[config.mk]
export PLATFORM = sky130hd
export DESIGN_NAME = regfile_wb_arbiter
export DESIGN_NICKNAME = d
export VERILOG_FILES = /design/src/rtl/regfile_wb_arbiter.sv
export SDC_FILE = /design/constraint.sdc
export NUM_CORES = 1
export LEC_CHECK = 0
export CAP_MARGIN = 20
export CORE_ASPECT_RATIO = 0.6
export CORE_MARGIN = 3
export CORE_UTILIZATION = 50
export CTS_CLUSTER_SIZE = 8
export DETAILED_ROUTE_END_ITERATION = 16
export PLACE_DENSITY_LB_ADDON = 0.08
export SLEW_MARGIN = 20
export SYNTH_ARGS = -nofsm -noshare
export SYNTH_HDL_FRONTEND = slang
export SYNTH_SLANG_ARGS = --single-unit
[constraint.sdc]
create_clock -name clk -period 3.1 [get_ports clk]
set_clock_uncertainty 0.1 [all_clocks]
set_input_delay 0.465 -clock clk [delete_from_list [all_inputs] [get_ports clk]]
set_output_delay 0.465 -clock clk [all_outputs]
set_load 0.005 [all_outputs]
[src/rtl/regfile_wb_arbiter.sv]
// Write-back arbiter: the only writer of the register file.
// Pipeline (A) results always win and are written one cycle later.
// Long-latency (B) results are queued in a small FIFO and drained when A is idle.
// ID can look up pending B writes, and a stall is requested when the FIFO head starves.
module regfile_wb_arbiter #(
    parameter int DEPTH      = 4,
    parameter int STARVE_MAX = 8
) (
    input  logic        clk,
    input  logic        rst,
    input  logic        a_we,
    input  logic [4:0]  a_waddr,
    input  logic [31:0] a_wdata,
    input  logic        b_valid,
    output logic        b_ready,
    input  logic [4:0]  b_waddr,
    input  logic [31:0] b_wdata,
    input  logic [4:0]  q_addr1,
    input  logic [4:0]  q_addr2,
    output logic        q_pend1,
    output logic        q_pend2,
    output logic        stall_req,
    output logic        we,
    output logic [4:0]  waddr,
    output logic [31:0] wdata
);

    localparam int PW = (DEPTH > 1) ? $clog2(DEPTH) : 1;
    localparam int CW = $clog2(DEPTH + 1);
    localparam int WW = $clog2(STARVE_MAX + 1);

    logic [4:0]    addrMem_q [DEPTH];
    logic [31:0]   dataMem_q [DEPTH];
    logic [PW-1:0] wptr_q;
    logic [PW-1:0] rptr_q;
    logic [CW-1:0] count_q;
    logic [CW-1:0] count_d;
    logic [WW-1:0] waitCnt_q;
    logic [WW-1:0] waitCnt_d;
    logic          we_q;
    logic          we_d;
    logic [4:0]    waddr_q;
    logic [4:0]    waddr_d;
    logic [31:0]   wdata_q;
    logic [31:0]   wdata_d;

    logic aReq;
    logic push;
    logic pop;
    logic empty;
    logic full;

    // Full/empty come from the registered count only, so a same-cycle pop never frees a slot for a push.
    assign empty     = (count_q == '0);
    assign full      = (count_q == CW'(DEPTH));
    assign b_ready   = !rst && !full;
    assign aReq      = a_we && (a_waddr != 5'd0);
    assign push      = b_valid && b_ready;
    assign pop       = !aReq && !empty;
    assign stall_req = !empty && (waitCnt_q == WW'(STARVE_MAX));

    assign we    = we_q;
    assign waddr = waddr_q;
    assign wdata = wdata_q;

    // Choose what the regfile port carries next cycle: A first, then the FIFO head, else idle.
    always_comb begin
        we_d    = 1'b0;
        waddr_d = waddr_q;
        wdata_d = wdata_q;
        if (aReq) begin
            we_d    = 1'b1;
            waddr_d = a_waddr;
            wdata_d = a_wdata;
        end else if (pop) begin
            we_d    = (addrMem_q[rptr_q] != 5'd0);
            waddr_d = addrMem_q[rptr_q];
            wdata_d = dataMem_q[rptr_q];
        end
    end

    // Occupancy tracking and the head-of-line wait counter.
    always_comb begin
        count_d = count_q;
        if (push && !pop) begin
            count_d = count_q + CW'(1);
        end else if (pop && !push) begin
            count_d = count_q - CW'(1);
        end

        waitCnt_d = waitCnt_q;
        if (empty || pop) begin
            waitCnt_d = '0;
        end else if (waitCnt_q != WW'(STARVE_MAX)) begin
            waitCnt_d = waitCnt_q + WW'(1);
        end
    end

    // Pending lookup over every valid FIFO slot, including a head being popped this cycle.
    always_comb begin
        logic [PW-1:0] idx;
        idx     = '0;
        q_pend1 = 1'b0;
        q_pend2 = 1'b0;
        for (int i = 0; i < DEPTH; i++) begin
            idx = rptr_q + PW'(i);
            if (CW'(i) < count_q) begin
                if ((q_addr1 != 5'd0) && (addrMem_q[idx] == q_addr1)) begin
                    q_pend1 = 1'b1;
                end
                if ((q_addr2 != 5'd0) && (addrMem_q[idx] == q_addr2)) begin
                    q_pend2 = 1'b1;
                end
            end
        end
    end

    // FIFO storage; slot contents are only meaningful while counted as valid, so no reset is needed.
    always_ff @(posedge clk) begin
        if (push) begin
            addrMem_q[wptr_q] <= b_waddr;
            dataMem_q[wptr_q] <= b_wdata;
        end
    end

    // Pointers, count, wait counter and the registered regfile port.
    always_ff @(posedge clk) begin
        if (rst) begin
            wptr_q    <= '0;
            rptr_q    <= '0;
            count_q   <= '0;
            waitCnt_q <= '0;
            we_q      <= 1'b0;
            waddr_q   <= 5'd0;
            wdata_q   <= 32'd0;
        end else begin
            if (push) begin
                wptr_q <= wptr_q + PW'(1);
            end
            if (pop) begin
                rptr_q <= rptr_q + PW'(1);
            end
            count_q   <= count_d;
            waitCnt_q <= waitCnt_d;
            we_q      <= we_d;
            waddr_q   <= waddr_d;
            wdata_q   <= wdata_d;
        end
    end

endmodule

# --- Yosys cells after proc, flatten, opt, wreduce, memory -nomap -nowiden ---
# Memories as Yosys holds them, arrays and structs flattened. A register that Yosys moved wholly into a read port is not among the register bits.
# Cells that the tools add are included.
totals:
  elab_cells: 91
  register_bits: 49
  mem_count: 2
  ramBits: 148
classes:
  order_cmp: 4
  mux: 30
  eq_ne: 11
  reduce_logical: 30
  addsub: 7
memory_table:
  columns: ["memory", "depth", "word_bits", "rd", "rd_clocked_by_memory_dff", "write_ports", "line_no", "rtl"]
  rows:
  - ["dataMem_q", 4, 32, 1, 1, 1, "33", "logic [31:0] dataMem_q [DEPTH];"]
  - ["addrMem_q", 4, 5, 4, 1, 1, "32", "logic [4:0] addrMem_q [DEPTH];"]
ops:
  columns: ["cell", "count"]
  rows:
  - ["32-bit 2-to-1 mux", 2]
  - ["5-bit equality test", 8]
  - ["1-bit 2-to-1 mux", 20]
  - ["5-bit nonzero test", 4]
  - ["1-bit logical AND", 15]
  - ["5-bit 2-to-1 mux", 2]
  - ["2-bit 2-to-1 mux", 4]
  - ["1-bit logical NOT", 6]
  - ["1-bit by 3-bit less-than comparator with 1-bit output (first input constant)", 2]
  - ["2-bit by 3-bit less-than comparator with 1-bit output (first input constant)", 2]
  - ["3-bit 2-to-1 mux", 2]
  - ["2-bit by 1-bit adder with 2-bit output (second input constant)", 2]
  - ["2-bit adder (second input constant)", 2]
  - ["4-bit by 1-bit adder with 4-bit output (second input constant)", 1]
  - ["4-bit equality test (second input constant)", 1]
  - ["4-bit inequality test (second input constant)", 1]
  - ["2-bit nonzero test", 2]
  - ["3-bit by 1-bit adder with 3-bit output (second input constant)", 1]
  - ["3-bit equality test (second input constant)", 1]
  - ["3-bit logical NOT", 1]
  - ["3-bit by 1-bit subtractor with 3-bit output (second input constant)", 1]
  - ["2-bit OR reduction", 1]
  - ["1-bit logical OR", 1]

# --- Logic depth before layout (Yosys ltp) ---
# Gate-level depths: netlist (run 1).
depth:
  depth_word: 10
  ltp_mapped: 10
  mapped_depth_nobuf: 9

# --- Least setup slack after synthesis (run 1) ---
# OpenSTA, ideal clock, no wires.
synth_timing:
  kind: "register -> register"
  startpoint: "reg count_q[0]"
  endpoint: "mem addrMem_q[0][0], enable pin"
  path_stages_with_launch: 5
  period_less_slack_ns: 2.452
  path_slack_ns: 0.648
  arrival_time_ns: 1.954
  setup_ns: 0.398
  n_path_buf: 0
  required_ns: 2.602
  cell_sequence: "dfxtp_1 inv_1 ha_1 a21oi_1 and3_1"
synth_between:
  elab_chain_len: 6
synth_rtl:
  columns: ["element", "line_no", "rtl"]
  rows:
  - ["start: declaration", "36", "logic [CW-1:0] count_q;"]
  - ["start signal: assignment", "143", "count_q <= count_d;"]
  - ["3-bit equality test", "55", "assign full = (count_q == CW'(DEPTH));"]
  - ["1-bit logical NOT", "56", "assign b_ready = !rst && !full;"]
  - ["1-bit logical AND", "56", null]
  - ["named net b_ready", "15", "output logic b_ready,"]
  - ["1-bit logical AND", "58", "assign push = b_valid && b_ready;"]
  - ["1-bit 2-to-1 mux", "120", "if (push) begin"]
  - ["1-bit 2-to-1 mux (implied by the code)", "121", "addrMem_q[wptr_q] <= b_waddr;"]
  - ["end: declaration", "32", null]
# The timed path passes the listed nets, and every way through them passes these cells.

# --- Final worst setup path (run 1) ---
layout_timing:
  startpoint: "reg rptr_q[0]"
  endpoint: "out q_pend2"
layout_between:
  elab_chain_len: 10
layout_rtl:
  columns: ["element", "line_no", "rtl"]
  rows:
  - ["start: declaration", "35", "logic [PW-1:0] rptr_q;"]
  - ["start signal: assignment", "141", "rptr_q <= rptr_q + PW'(1);"]
  - ["2-bit by 1-bit adder with 2-bit output", "106", "idx = rptr_q + PW'(i);"]
  - ["memory read 4 x 5 bit *", null, null]
  - ["5-bit equality test", "111", "if ((q_addr2 != 5'd0) && (addrMem_q[idx] == q_addr2)) begin"]
  - ["1-bit logical AND", "111", null]
  - ["1-bit 2-to-1 mux", "111", null]
  - ["1-bit 2-to-1 mux", "107", "if (CW'(i) < count_q) begin"]
  - ["1-bit 2-to-1 mux", "111", null]
  - ["1-bit 2-to-1 mux", "107", null]
  - ["1-bit 2-to-1 mux", "111", null]
  - ["1-bit 2-to-1 mux *", "107", null]
  - ["end: declaration", "21", "output logic q_pend2,"]
# Mark *: on every way between the ends. The rest lies on a longest branch, timed or not.

==> summary.md, run 1 <==
| Metric | Value |
|---|---|
| Outcome | finished clean |
| Power per cell area | 759 nW/um2 |
| Clk sinks | 199 |
| Core area | 16600 um2 |
| Vias after detailed routing | 5464 |
| Final setup violation count | 0 |
| Residual DRC count | 0 |
| Die Wd | 176 um |
| PortBufs | 129 |
| Max IR drop VDD | 0.511 mV |
| GRT overflow | 0 |
| Mapped Cells | 595 |
| GP Congestion | 0.925 |
| Most Crowded Layer GR | met2 |
| Met3 Use GR | 5.16% |
| Worst-Skew Late Latency | 0.44 ns |
| WS Path Type | reg -> out |
| Number of buffers and inverters on the critical path | 3 |
| Seq/Total Area, Yosys | 63.0% |
| Rows | 36 |
| Unique masters post-synth | 51 |
| Net count after synthesis | 693 |
| Tot GR Track Use | 21.7% |
| Fraction of registers with async set/reset | 0% |
| Hold WC Path Type | reg -> reg |
| Wire per inst | 20.2 um |
| #FFs+latches synth | 199 |
| Clk pin slew, worst setup/hold paths | 0.07 ns |
| IO Pins | 130 |
| Setup crit start | rptr_q[0] |
| Largest fanout on the critical path | 8 |
| Final Hold Vio Count | 0 |
| Worst setup SP type | flop |
| Setup WS pre-CTS | -0.182 ns |
| CTS tree | built |
| EDFF count, synth | 148 |
| Initial DRT Pass Iterations | 7 |
| Slowest cell on crit path | or4_1 |
| Cell family with most CP delay | simple AND/OR/NAND/NOR gates |
| Max Fclk | 325 MHz |
| Largest net degree at the start of global routing | 75 |
| R2r setup slk | 0.51 ns |
| CTS Buffer Depth | 2 |
| CTS buffer count | 17 |
| Hold depth | 2 |
| Worst stage delay on the critical path | 0.51 ns |
| Fin crit share | 99.3% |
| RSZ-0062 raised after global routing | true |
| Min-delay src | wdata[30] |
| CP arrival | 2.51 ns |
| Post-synth top flop | edfxtp_1 |
| Slew Viols, Final | 0 |
| Synth warnings | 0 |
| Max H-tree Level | 4 |
| Cell Chain, Critical Path | buf_12 > mux2_2 > mux2i_1 > buf_4 > xor2_1 > nand4_1 > nor4b_2 > or4_1 > buf_2 |
| Fill count | 1142 |
| Vias per cell | 5.58 |
| Leak pwr | 0.00374 uW |
| Max cap viols | 0 |
| CP Capture Type | output port |
| Initial core utilization | 52.2% |
| Fraction of layout cells with a size suffix above 1 | 20.0% |
| Met1 usage | 31.5% |
| Worst Reg-to-Reg Cells | 7 |
| Synth-to-Final Area Change | 27.2% |
| Syn avg cell area | 14.6 um2 |
| Slew HR | 61.4% |
| Die Span Y | 108 um |
| Fin nets | 835 |
| Commonest non-fill, non-tap cell in the layout | edfxtp_1 |
| Most frequent cells in the layout | 148 x edfxtp_1, 126 x clkdlybuf4s50_1, 78 x nand2_1, 55 x nor2_1, 47 x dfxtp_1 |
| Met2 GRT Util | 33.2% |
| Detailed Place HPWL | 13.4 mm |
| Critical R2R Launch | count_q[1] |
| Actual slew at the worst max-slew pin | 0.579 ns |
| DRT iter0 DRCs | 382 |
| Post-layout minimum cycle time | 3.08 ns |
| Initial antenna violation count | 0 |
| Die Area | 19000 um2 |
| Worst EP required | 2.53 ns |
| Clock root cell | clkbuf_16 |
| First-pass GRT wire length | 31.0 mm |
| Mapped Area | 8680 um2 |
| Number of global-route vias before repair | 5566 |
| Final Core Density | 66.4% |
| Final antenna-violating net count | 0 |
| DRT Wirelength | 19.8 mm |
| Setup ws final | 0.0203 ns |
| Worst path depth | 9 |
report_power, final:
group          total, uW  leakage, uW  internal [uW]  switching, uW
combinational       2850      0.00167           1380           1470
clock               2210     0.000293           1160           1060
sequential          3310      0.00177           3130            179
total               8370      0.00374           5670           2700
per-stage QoR:
stage                     setup TNS, ns  std cells  hold WS (ns)  cell area (um2)  power [uW]
after floorplan                       0        595         0.371             8680        5100
after global placement          -0.0941        939         0.364            10300        6030
after detailed placement         -0.182        939         0.367            10300        6080
after CTS                             0        978         0.380            11000        8420
after global routing            -0.0552        978         0.402            11000        8810
final                                 0        979         0.379            11000        8370
timing repair:
action,4_1_cts,5_1_grt
pin swaps,4,1
setup endpoints to repair,2,2
hold buffers,0,0
cloned,1,0
resized for setup,21,8
buffers inserted,6,0
cell families after synthesis:
group           count (synthesis)  share of synthesized area, %
simple gates                  170                          8.45
flops                         199                          63.0
mux                            63                          14.3
buf+inv                        51                          3.04
fa+ha+maj                      10                          1.44
xor+xnor                       50                          5.05
compound gates                 52                          4.74
area by class of cell:
| cell class | count | area, um2 | area share [%] |
|---|---|---|---|
| sequential | 199 | 5480 | 49.6 |
| clock buffer | 17 | 425 | 3.86 |
| antenna | 1 | 2.50 | 0.0227 |
| tap | 228 | 285 | 2.59 |
| timing repair buffer | 167 | 1640 | 14.9 |
| multi-input combinational | 345 | 3010 | 27.2 |
| clock inverter | 15 | 175 | 1.59 |
| inverter | 7 | 26.3 | 0.238 |
worst min-delay path: cells and delay by family, from the launching register on:
kind,cells,cell delay [ns]
AND/OR/NAND/NOR,1,0.05
flip-flops,1,0.31
AO/OA/AOI/OAI,1,0.07
layer usage:
layer | share of wire [%] | up-vias
li1 | - | 2532
met3 | 7.5 | 16
met4 | 1.1 | 0
met1 | 47 | 2702
met5 | 0 | -
met2 | 45 | 214
final timing paths:
kind | to
setup / recovery | q_pend2
hold / removal | wdata[30]
setup reg to reg | count_q[2]
hold reg to reg | wdata[30]
cell usage after synthesis, drive strengths merged, types with 7 or more instances:
library cell	n	area, um2
edfxtp	148	4440
nor2	56	213
buf	17	135
mux2i	15	199
mux4	42	961
a311oi	34	298
xor2	24	210
inv	7	26.3
dfxtp	51	1020
xnor2	26	228
nand2	79	297
ha	10	125
clkbuf	27	103
registers in the layout (all words and copies together), names as in the netlist, named ones only:
name	flops
rptr_q	2
count_q	3
dataMem_q	128
we	1
wptr_q	2
wdata	32
waitCnt_q	4
waddr	5
addrMem_q	20
(Power assumes the default switching activity.)
==> inputs of run 2 (changes only) <==
HOLD_SLACK_MARGIN = 0.15   (was unset)
SLEW_MARGIN = unset   (was 20)
==> results of run 2 <==
Final layout, timing and power as in run 1 (identical DEF).
==> inputs of run 3 (changes only) <==
CELL_PAD_IN_SITES_DETAIL_PLACEMENT = 0   (was unset)
CELL_PAD_IN_SITES_GLOBAL_PLACEMENT = 1   (was unset)
CORE_ASPECT_RATIO = unset   (was 0.6)
CORE_UTILIZATION = 45   (was 50)
==> summary.md, run 3 (synthesized netlist as in run 1, its figures left out) <==
| Metric | Value |
|---|---|
| Initial DRT Pass Iterations | 5 (was 7) |
| ANT cells | 0 (was 1) |
| Max IR drop VDD | 0.471 mV (was 0.511 mV) |
| Core area | 18800 um2 (was 16600 um2) |
| DRT iter0 DRCs | 261 (was 382) |
| Clock root cell | clkbuf_16 (unchanged) |
| Detailed Place HPWL | 12.6 mm (was 13.4 mm) |
| Residual DRC count | 0 (unchanged) |
| Max H-tree Level | 4 (unchanged) |
| Tot GR Track Use | 18.7% (was 21.7%) |
| DRT Wirelength | 18.9 mm (was 19.8 mm) |
| Final setup TNS | 0 ns (unchanged) |
| CP Capture Type | output port (unchanged) |
| Synth-to-Final Area Change | 27.7% (was 27.2%) |
| Largest fanout on the critical path | 8 (unchanged) |
| Final setup violation count | 0 (unchanged) |
| Design area | 11100 um2 (was 11000 um2) |
| R2r setup slk | 0.62 ns (was 0.51 ns) |
| Placement Cell Area | 10300 um2 (about the same) |
| Fill count | 1480 (was 1142) |
| Slew Viols, Final | 0 (unchanged) |
| Clk sinks | 199 (unchanged) |
| Fin nets | 833 (was 835) |
| Rows | 50 (was 36) |
| CTS tree | built (unchanged) |
| Power per cell area | 751 nW/um2 (was 759 nW/um2) |
| Worst EP required | 2.53 ns (about the same) |
| Hold WC Path Type | reg -> reg (unchanged) |
| Number of global-route vias before repair | 5614 (was 5566) |
| Clk network pwr share | 25.9% (was 26.4%) |
| First-pass GRT wire length | 29.8 mm (was 31.0 mm) |
| Number of flip-flops in the largest register | 128 (unchanged) |
| Largest net degree at the start of global routing | 48 (was 75) |
| Net Sw Power | 2610 uW (was 2700 uW) |
| Vias per cell | 5.27 (was 5.58) |
| CTS Buffer Depth | 2 (unchanged) |
| IO Pins | 130 (unchanged) |
| GRT overflow | 0 (unchanged) |
| Seq pwr share | 39.8% (was 39.6%) |
| Die Wd | 145 um (was 176 um) |
| Initial antenna violation count | 0 (unchanged) |
| CP arrival | 2.45 ns (was 2.51 ns) |
| CTS buffer count | 17 (unchanged) |
| Fraction of layout cells with a size suffix above 1 | 19.5% (was 20.0%) |
| WS Path Type | reg -> out (unchanged) |
| RSZ-0062 raised after global routing | true (unchanged) |
| Sw frac | 31.3% (was 32.3%) |
| PortBufs | 129 (unchanged) |
| Commonest non-fill, non-tap cell in the layout | edfxtp_1 (unchanged) |
| Outcome | finished clean (unchanged) |
| Max cap viols | 0 (unchanged) |
| Final antenna-violating net count | 0 (unchanged) |
| Cell Int Power | 5710 uW (was 5670 uW) |
| Comb power frac | 34.3% (was 34.0%) |
| Leak pwr | 0.00372 uW (was 0.00374 uW) |
| Final Power | 8320 uW (was 8370 uW) |
| Initial core utilization | 46.1% (was 52.2%) |
| Fin crit share | 97.1% (was 99.3%) |
| Vias after detailed routing | 5313 (was 5464) |
| Hold_buf cts | 0 (unchanged) |
| Actual slew at the worst max-slew pin | 0.659 ns (was 0.579 ns) |
| Worst-Skew Late Latency | 0.43 ns (was 0.44 ns) |
| Most frequent cells in the layout | 148 x edfxtp_1, 126 x clkdlybuf4s50_1, 78 x nand2_1, 55 x nor2_1, 48 x dfxtp_1 (was 148 x edfxtp_1, 126 x clkdlybuf4s50_1, 78 x nand2_1, 55 x nor2_1, 47 x dfxtp_1) |
| Worst setup SP type | flop (unchanged) |
| Clk pin slew, worst setup/hold paths | 0.07 ns (about the same) |
| Slew HR | 56.1% (was 61.4%) |
| Post-layout minimum cycle time | 3.01 ns (was 3.08 ns) |
| Die Area | 21000 um2 (was 19000 um2) |
| GP Congestion | 0.935 (was 0.925) |
| Wire per inst | 18.8 um (was 20.2 um) |
| Max Fclk | 332 MHz (was 325 MHz) |
| Final Hold Vio Count | 0 (unchanged) |
| Die Span Y | 145 um (was 108 um) |
| Largest register by flop count | dataMem_q (unchanged) |
## run 3: timing repair
item | CTS | global route
gates cloned | 1 | 0
endpoints found under the setup margin | 2 | 2
gates resized for setup | 18 | 9
setup buffers | 5 | 7
pin swaps | 1 | 3
## run 3: worst paths after layout
check | start | endpoint | depth (start not counted)
max | rptr_q[0] | q_pend2 | 7
min | wdata[25] | wdata[25] | 2
max reg2reg | count_q[0] | count_q[2] | 7
min reg2reg | wdata[25] | wdata[25] | 2
## run 3: area by class of cell
| class | count | area, um2 | share of cell area [%] |
|---|---|---|---|
| sequential | 199 | 5470 | 49.4 |
| multi-input combinational | 345 | 3020 | 27.3 |
| timing repair buffer | 165 | 1640 | 14.8 |
| clock buffer | 17 | 425 | 3.84 |
| tap | 260 | 325 | 2.94 |
| clock inverter | 15 | 161 | 1.46 |
| inverter | 7 | 26.3 | 0.237 |
## run 3: critical path: stages, from the launching register on
cell	delay, ns
dfxtp_4	0.37
buf_12	0.13
mux4_2	0.51
buf_4	0.16
xor2_1	0.12
nor4_1	0.06
or4_1	0.53
clkbuf_2	0.13
## run 3: metal layers
layer  vias to the layer above  track usage [%]  wire, um
met5                         -                0         0
met4                         0             6.23       272
met3                        16             3.84       741
met2                       114             32.2      9850
met1                      2662             23.8      8060
li1                       2521                -         -
## run 3: power groups by stage
stage	clock (uW)	combinational, uW	sequential [uW]
after global routing	2320	3140	3340
after detailed placement	0	2680	3350
after global placement	0	2660	3340
final	2160	2850	3310
after CTS	2210	2830	3310
after floorplan	0	1810	3290
## run 3: metrics by stage
stage	hold slack, ns	instances	worst slack [ns]	util (%)
2_1_floorplan	0.371	595	0.648	-
3_3_place_gp	0.366	963	-0.103	54.7
3_5_place_dp	0.374	963	-0.126	54.7
4_1_cts	0.386	1001	-0.115	58.4
5_1_grt	0.411	1008	-0.0139	58.8
6_report	0.384	1008	0.0900	58.8
